--- config.mk ---
export PLATFORM = sky130hd
export DESIGN_NAME = scanline_buffer_flat
export DESIGN_NICKNAME = d
export VERILOG_FILES = /design/src/rtl/scanline_buffer_if.sv /design/src/rtl/scanline_buffer.sv /design/src/flat_wrapper.sv
export SDC_FILE = /design/constraint.sdc
export NUM_CORES = 2
export LEC_CHECK = 0
export CAP_MARGIN = 20
export CORE_MARGIN = 3
export CORE_UTILIZATION = 40
export CTS_CLUSTER_SIZE = 8
export DETAILED_ROUTE_END_ITERATION = 6
export DONT_BUFFER_PORTS = 1
export HOLD_SLACK_MARGIN = 0.05
export SLEW_MARGIN = 20
export SYNTH_ARGS = -nofsm -noshare
export SYNTH_HDL_FRONTEND = slang
export SYNTH_SLANG_ARGS = --single-unit
--- constraint.sdc ---
create_clock -name clk -period 2.5 [get_ports clk]
set_input_delay 0.25 -clock clk [delete_from_list [all_inputs] [get_ports clk]]
set_output_delay 0.25 -clock clk [all_outputs]
set_load 0.02 [all_outputs]
--- src/rtl/scanline_buffer_if.sv ---
`default_nettype none
// ============================================================================
// Module      : scanline_buffer_if
// Description : Write-side and raster-side signal bundle for scanline_buffer.
//               The master drives pixels and beam counters; the slave returns
//               the write-ready flag, the replayed pixel and the underrun count.
// Revision    : 1.0  initial release
// ============================================================================
interface scanline_buffer_if;
    logic       wr_valid;
    logic [7:0] wr_col;
    logic [4:0] wr_pixel;
    logic       wr_line_done;
    logic       wr_ready;
    logic [9:0] true_line;
    logic [9:0] true_column;
    logic [4:0] pixel_out;
    logic [7:0] underrun_cnt;

    modport master (
        output wr_valid, wr_col, wr_pixel, wr_line_done, true_line, true_column,
        input  wr_ready, pixel_out, underrun_cnt
    );

    modport slave (
        input  wr_valid, wr_col, wr_pixel, wr_line_done, true_line, true_column,
        output wr_ready, pixel_out, underrun_cnt
    );
endinterface
`default_nettype wire

--- src/rtl/scanline_buffer.sv ---
`default_nettype none
// ============================================================================
// Module      : scanline_buffer
// Description : Ping-pong 256x5 line store. One bank is filled by the pixel
//               processor while the other is replayed with 2x2 scan doubling
//               onto the VGA raster. Banks swap at the end of each odd line.
// Revision    : 1.0  initial release
// ============================================================================
module scanline_buffer #(
    parameter logic [9:0] H_ACTIVE = 10'd512,
    parameter logic [9:0] V_ACTIVE = 10'd480,
    parameter logic [9:0] SWAP_COL = 10'd512
) (
    input  wire logic          clk,
    input  wire logic          reset,
    scanline_buffer_if.slave   bus
);

    localparam logic [0:0] ST_FILL = 1'b0;
    localparam logic [0:0] ST_FULL = 1'b1;

    logic [0:0] state;
    logic [0:0] state_next;
    logic       wsel;
    logic       wsel_next;
    logic [7:0] underrun;
    logic [7:0] underrun_next;
    logic       swap_event;
    logic       write_en;
    logic       active;
    logic [7:0] read_addr;
    logic [4:0] pixel_q;

    // Bank storage; contents are deliberately left unreset.
    logic [4:0] bank0 [0:255];
    logic [4:0] bank1 [0:255];

    // End of the second display of a line, only inside the visible frame.
    assign swap_event = (bus.true_column == SWAP_COL) && bus.true_line[0]
                        && (bus.true_line < V_ACTIVE);
    assign active     = (bus.true_column < H_ACTIVE) && (bus.true_line < V_ACTIVE);
    assign read_addr  = bus.true_column[8:1];

    // State register: FSM state, bank select and underrun counter.
    always_ff @(posedge clk or posedge reset) begin
        if (reset) begin
            state    <= ST_FILL;
            wsel     <= 1'b0;
            underrun <= 8'd0;
        end else begin
            state    <= state_next;
            wsel     <= wsel_next;
            underrun <= underrun_next;
        end
    end

    // Next-state logic: line completion, swap and missed-swap accounting.
    always_comb begin
        state_next    = state;
        wsel_next     = wsel;
        underrun_next = underrun;
        case (state)
            ST_FILL: begin
                if (swap_event) begin
                    if (bus.wr_line_done) begin
                        // Line finished exactly on time: swap, keep filling.
                        wsel_next = ~wsel;
                    end else if (underrun != 8'hFF) begin
                        underrun_next = underrun + 8'd1;
                    end
                end else if (bus.wr_line_done) begin
                    state_next = ST_FULL;
                end
            end
            ST_FULL: begin
                if (swap_event) begin
                    wsel_next  = ~wsel;
                    state_next = ST_FILL;
                end
            end
            default: state_next = ST_FILL;
        endcase
    end

    // Output decode: writes are accepted only while filling.
    always_comb begin
        write_en     = (state == ST_FILL) && bus.wr_valid;
        bus.wr_ready = (state == ST_FILL);
    end

    // Pixel write into the current write bank (before any toggle this edge).
    always_ff @(posedge clk) begin
        if (write_en && !wsel) bank0[bus.wr_col] <= bus.wr_pixel;
        if (write_en &&  wsel) bank1[bus.wr_col] <= bus.wr_pixel;
    end

    // Registered replay from the read bank, blanked outside the visible area.
    always_ff @(posedge clk or posedge reset) begin
        if (reset) begin
            pixel_q <= 5'd0;
        end else if (active) begin
            pixel_q <= wsel ? bank0[read_addr] : bank1[read_addr];
        end else begin
            pixel_q <= 5'd0;
        end
    end

    assign bus.pixel_out    = pixel_q;
    assign bus.underrun_cnt = underrun;

endmodule
`default_nettype wire

--- src/flat_wrapper.sv ---
// flat-port wrapper written by rule: the top's interface ports become plain ports
module scanline_buffer_flat 
#(
    parameter logic [9:0] H_ACTIVE = 10'd512,
    parameter logic [9:0] V_ACTIVE = 10'd480,
    parameter logic [9:0] SWAP_COL = 10'd512
)
  (clk, reset, bus_wr_valid, bus_wr_col, bus_wr_pixel, bus_wr_line_done, bus_true_line, bus_true_column, bus_wr_ready, bus_pixel_out, bus_underrun_cnt);
  scanline_buffer_if bus_i ();
  input  wire logic clk;
  input  wire logic reset;
  input wire logic [$bits(bus_i.wr_valid)-1:0] bus_wr_valid;
  input wire logic [$bits(bus_i.wr_col)-1:0] bus_wr_col;
  input wire logic [$bits(bus_i.wr_pixel)-1:0] bus_wr_pixel;
  input wire logic [$bits(bus_i.wr_line_done)-1:0] bus_wr_line_done;
  input wire logic [$bits(bus_i.true_line)-1:0] bus_true_line;
  input wire logic [$bits(bus_i.true_column)-1:0] bus_true_column;
  output wire logic [$bits(bus_i.wr_ready)-1:0] bus_wr_ready;
  output wire logic [$bits(bus_i.pixel_out)-1:0] bus_pixel_out;
  output wire logic [$bits(bus_i.underrun_cnt)-1:0] bus_underrun_cnt;
  assign bus_i.wr_valid = bus_wr_valid;
  assign bus_i.wr_col = bus_wr_col;
  assign bus_i.wr_pixel = bus_wr_pixel;
  assign bus_i.wr_line_done = bus_wr_line_done;
  assign bus_i.true_line = bus_true_line;
  assign bus_i.true_column = bus_true_column;
  assign bus_wr_ready = bus_i.wr_ready;
  assign bus_pixel_out = bus_i.pixel_out;
  assign bus_underrun_cnt = bus_i.underrun_cnt;
  scanline_buffer #(.H_ACTIVE(H_ACTIVE), .V_ACTIVE(V_ACTIVE), .SWAP_COL(SWAP_COL)) u_core (.clk(clk), .reset(reset), .bus(bus_i));
endmodule
# Yosys cells after proc, flatten, opt, wreduce, memory -nomap -nowiden
# Memory sizes are Yosys's and may differ from the RTL's.
# Cells that the tools add are included.
totals:
  word_cells: 40
  latchBits: 0
  memories: 2
  mem_bits_rw: 2560
  out_inout_bits: 14
  regBits: 15
  rom_bits: 0
mem_list:
  columns: ["name", "words", "width", "rd", "rd_ports_with_merged_regs", "write_ports", "line_no", "rtl"]
  rows:
  - ["u_core.bank0", 256, 5, 1, 0, 1, "scanline_buffer.sv:35", "logic [4:0] bank0 [0:255];"]
  - ["u_core.bank1", 256, 5, 1, 0, 1, "scanline_buffer.sv:36", "logic [4:0] bank1 [0:255];"]
op_classes:
  eq_ne: 5
  div_mod_pow: 0
  n_shift: 0
  n_lt_le_gt_ge: 2
  muxes: 14
  reduce_logical: 9
  mul: 0
  n_bitwise: 3
  addsub: 1
op_table:
  columns: ["operator", "count"]
  rows:
  - ["== test 10 bit (second input constant)", 1]
  - ["less-than comparator 10 bit (second input constant)", 1]
  - ["less-than comparator 10 x 9 -> 1 bit (second input constant)", 1]
  - ["two-way mux 1 bit", 10]
  - ["two-way mux 5 bit", 2]
  - ["adder 8 x 1 -> 8 bit (second input constant)", 1]
  - ["inequality test 8 bit (second input constant)", 1]
  - ["logical AND 1 bit", 6]
  - ["inequality test 2 bit (second input constant)", 2]
  - ["one-hot mux 1 bit (2 select lines)", 2]
  - ["AND reduction 4 bit", 1]
  - ["NOT 1 bit", 3]
  - ["AND reduction 3 bit", 1]
  - ["inequality test 2 x 1 -> 1 bit (second input constant)", 1]
  - ["logical NOT 1 bit", 1]

# Depth between registers and ports, before layout
logic_depth:
  depth_word: 5
  mapped_depth: 14
  mapped_depth_nobuf: 8

# Least setup slack after synthesis
# Ideal clock, no wire load.
synth_path:
  path_type: "input -> register"
  startpoint: "in bus_true_column[1]"
  endpoint: "reg u_core.pixel_q[1], in the netlist u_core.bus.pixel_out[1]"
  setup_ns: 0.124
  required_ns: 2.376
  arrival_time_ns: 2.460
  n_path_buf: 4
  path_stages: 9
  slack_ns: -0.084
  path_cell_list: "buf_6 -> buf_8 -> buf_6 -> buf_2 -> mux4_2 -> mux4_2 -> nor3_1 -> nor4_1 -> a211o_1"
synth_via:
  elab_chain_cells: 3
  elab_cells_between_ends: 6
synth_rtl:
  columns: ["element", "line_no", "rtl"]
  rows:
  - ["start, declared", "flat_wrapper.sv:17", "input wire logic [$bits(bus_i.true_column)-1:0] bus_true_column;"]
  - ["memory read (256 x 5 bit), or another cell as far along", null, null]
  - ["two-way mux 5 bit or logical AND 1 bit (tied branches)", "scanline_buffer.sv:102, scanline_buffer.sv:41", null]
  - ["two-way mux 5 bit (*)", "scanline_buffer.sv:101", "end else if (active) begin"]
  - ["end signal, assigned", "scanline_buffer.sv:102", "pixel_q <= wsel ? bank0[read_addr] : bank1[read_addr];"]
  - ["end, declared", "scanline_buffer.sv:32", "logic [4:0] pixel_q;"]
# Every way passes the cells marked *; elsewhere a longest branch is shown, timed or not.
# A chain may end at the register's enable or synchronous reset.

# Worst setup path after layout
layout_path:
  startpoint: "mem u_core.bank0[23][1]"
  endpoint: "reg u_core.pixel_q[1], in the netlist u_core.bus.pixel_out[1]"
layout_via:
  elab_chain_cells: 3
layout_rtl:
  columns: ["element", "line_no"]
  rows:
  - ["start, declared", "scanline_buffer.sv:35"]
  - ["memory read (256 x 5 bit)", null]
  - ["two-way mux 5 bit", "scanline_buffer.sv:102"]
  - ["two-way mux 5 bit", "scanline_buffer.sv:101"]
# No other way between the ends.

==> results.md <==
- Async SR Flop Fraction: less than 1%
- Post-synth EDFFs: 2560
- Seq/Total Area, Yosys: 76.2%
- Mapped Nets: between 5k and 6k
- Final-report max-slew violation count: 0
- Status: finished with violations
- Area Growth Syn to Fin: 18.7%
- Final instance area: approximately 0.12 mm2
- Fill cells: 20.4k
- Setup_tns: -0.198 ns
- Fin. Hold Viols: 431
- Via count: about 55k
- Family with the most delay on the worst path: compound AO/OA/AOI/OAI gates
- Initial antenna violation count: 15
- Post-Syn Area per Cell: approximately 20 um2
- Worst-margin pin slew: roughly 1.3 ns
- Slew HR: approximately an eighth
- Clock sinks: ~2.6k
- First-pass GRT wire length: ~420000 um
- Worst path arrival time: ~3.5 ns
- Post-Route WL: about 310000 um
- Drt wl/cell: about 33 um
- Yosys reg bits: between 2k and 3k
- Failing checks: hold timing, setup timing
- Final setup viols: 2
- CP dominant cell by count: buf_4
- Worst path cell trace: mux4_2 > nand2_1 > a21oi_1 > a311oi_1 > buf_4 > nand4_1 > a2111oi_4 > buf_4 > nor3_4 > a211o_1
- Post-synth top area cell: edfxtp_1
- DR iter-0 viols: 7976
- IO Count: 51
- P per Cell Area: a little under 800 mW/mm2
- Core Area: between 0.2 and 0.3 mm2
- Reg2Reg Depth: 10
- Rows: approximately 180
- Area of placed instances: 0.109 mm2
- Ys Warns: 0
- Post-place setup slack: -2.77 ns
- RSZ-0062 raised after global routing: true
- DP HPWL: between 150000 and 200000 um
- GPL Wtd Cong: slightly above 0.8
- Share of cells above drive strength 1: slightly below 30%
- Mapped Area: slightly above 0.1 mm2
- CP max FO: 1
- Top cells by area, synth: edfxtp_1, mux4_2, nor2_1
- Setup ws final: -0.149 ns
- Worst hold slack: -0.412 ns
- Prevailing post-synth register cell: edfxtp_1
- CTS tree: built
- Worst hold path type: input pin to flip-flop
- Clk pin slew, worst setup/hold paths: roughly 0.05 ns
- Routed Antenna Nets: 0
- Top-area cell type share of the netlist area: ~76%
- Drt pass-1 iters: 6
- Via density: 6.03
- Max Cap Violations: 0
- Critical path buffer and inverter count: 2
- Register area: between 0.07 and 0.08 mm2
- Worst setup SP type: flip-flop
- Area of the multi-input gates: around 0.022 mm2
- Final Cycle Share: 106%
- Max Freq: around 380 MHz
- Maximum VDD drop: between 0.7 and 0.8 mV
- Critical path depth: 10
- Final min period: approximately 2.6 ns
- Number of CTS-inserted buffers: between 300 and 400
- Final Core Density: 47.8%
- GRT Overall Usage: between 20% and 30%
- CP Capture Type: flip-flop
- Mapped Cells: roughly 5k
- Worst Hold Depth: 0
- Worst skew pair latency: 0.94 ns
- Die Wd: slightly above 500 um
- Grt ovf: 0
- Die height: around 510 um
- Distinct cells, synth: 60
- H-tree depth: 5
- CP peak stage delay: a little under 0.5 ns
- Die area: between 0.2 and 0.3 mm2
- Placed insts: ~8.6k
- Vias in the first global route: between 50k and 60k
- Clk root buf: clkbuf_16
- # DRC: 0
- Clock Skews: roughly 0.073 ns
- Maximum root-to-sink buffer count: 4
- CP Class: flip-flop to flip-flop
- Required @ worst endpoint: between 3 and 4 ns
- Leakage power: about 39 nW
- IO buf count: 0
- Final #Nets: approximately 5.8k
- Starting Density: 40.3%
- Largest net degree at the start of global routing: between 500 and 600
- Worst path slowest cell: mux4_2
- Fin cells: approximately 9k
[Yosys cell counts (all sizes together), types with 4 or more instances]
| cell type | n |
|---|---|
| mux4 | 631 |
| nand4 | 25 |
| a22oi | 7 |
| mux2 | 11 |
| a211oi | 13 |
| clkbuf | 161 |
| nand2 | 208 |
| buf | 165 |
| inv | 7 |
| a2111oi | 14 |
| a21oi | 46 |
| xor2 | 4 |
| and2 | 4 |
| nor2 | 560 |
| o21ai | 20 |
| nor4 | 17 |
| and3 | 19 |
| a221oi | 5 |
| a311oi | 10 |
| o22ai | 49 |
| edfxtp | 2560 |
| or3 | 4 |
| dfrtp | 15 |
| nand2b | 7 |
| nor2b | 22 |
| o211ai | 6 |
| or2 | 6 |
| o221ai | 54 |
| o32ai | 4 |
| a31oi | 15 |
| nor3 | 50 |
| nand3 | 81 |
| o2111ai | 5 |
| o311ai | 6 |
| mux2i | 167 |
| xnor2 | 4 |
[flip-flops by register name (all words and copies together), names as in the netlist]
register                 cells
u_core.bus.pixel_out         5
u_core.wsel                  1
u_core.state                 1
u_core.bank0              1280
u_core.bus.underrun_cnt      8
u_core.bank1              1280
[worst paths after layout]
path / slack, ns / endpoint / start
worst max-delay path: -0.15 / u_core.bus.pixel_out[1] / u_core.bank0[23][1]
worst min-delay path: -0.41 / u_core.bank0[97][1] / bus_wr_pixel[1]
worst min register to register: 0.61 / u_core.wsel / u_core.wsel
worst max register to register: -0.15 / u_core.bus.pixel_out[1] / u_core.bank0[23][1]
min in group asynchronous: 0.28 / u_core.bus.underrun_cnt[3] / reset
max in group asynchronous: 1.73 / u_core.bus.pixel_out[3] / reset
[cell usage in the layout, fill, tap and decap left out, types with 15 or more instances in the layout]
master | Yosys | layout
o221ai_1 | 54 | 53
nor2_1 | 560 | 559
clkbuf_1 | 161 | 47
edfxtp_1 | 2560 | 2560
buf_12 | 2 | 48
o22ai_1 | 49 | 48
and3_1 | 19 | 19
mux4_2 | 631 | 631
buf_4 | 37 | 535
nand3_1 | 81 | 79
clkbuf_16 | 0 | 388
buf_16 | 0 | 23
nand4_1 | 25 | 25
nor4_1 | 17 | 17
dlygate4sd3_1 | 0 | 28
nor2b_1 | 22 | 22
nand2_1 | 208 | 206
mux2i_1 | 167 | 166
a21oi_1 | 46 | 43
o21ai_0 | 20 | 19
dfrtp_1 | 15 | 15
nor3_1 | 50 | 45
[final cells by class]
cell class	instances	area share, %
clock buffer	424	7.99
tap	3348	3.48
sequential	2575	64.2
timing repair buffer	663	5.52
clock inverter	8	0.0541
antenna	6	0.0125
multi-input combinational	2101	18.7
inverter	8	0.0354
[layer usage]
| metal | GRT usage (%) | wire length [um] |
|---|---|---|
| met1 | 31.6 | 120000 |
| met2 | 35.5 | 145000 |
| met3 | 4.66 | 29900 |
| met4 | 8.09 | 10900 |
| met5 | 0 | 37 |
[cell families (layout without fill, tap and decap cells)]
| kind of cell | count (synthesis) | in the layout | synth area share (%) |
|---|---|---|---|
| buffers and inverters | 334 | 1103 | 1.82 |
| other | 0 | 6 | 0 |
| AND/OR/NAND/NOR | 1009 | 1009 | 4.18 |
| flip-flops | 2575 | 2575 | 76.2 |
| XOR/XNOR | 8 | 8 | 0.0691 |
| multiplexers | 809 | 809 | 15.8 |
| adder cells (fa/ha/maj) | 1 | 1 | 0.0123 |
| AO/OA/AOI/OAI | 274 | 274 | 1.94 |
[power by group]
group	internal, W	total [W]	switching (W)
registers	0.0476	0.0476	0.0000307
clock network	0.0265	0.0435	0.0170
logic	0.00188	0.00460	0.00272
[repair_timing]
item | in CTS | in global routing
endpoints found under the setup margin | 5 | 14
hold buffers | 30 | 12
gates resized for setup | 22 | 14
pin swaps | 10 | 4
hold endpoints to repair | 3698 | 1187
setup buffers | 0 | 5
cloned | 14 | 13
[per-stage QoR]
step	total power, W	hold WS (ns)
6_report	0.0957	-0.412
5_1_grt	0.0981	-0.477
2_1_floorplan	0.0507	0.151
4_1_cts	0.0953	-0.563
3_3_place_gp	0.0519	0.365
3_5_place_dp	0.0519	0.365
No activity file was read; power rests on OpenSTA's default activity.
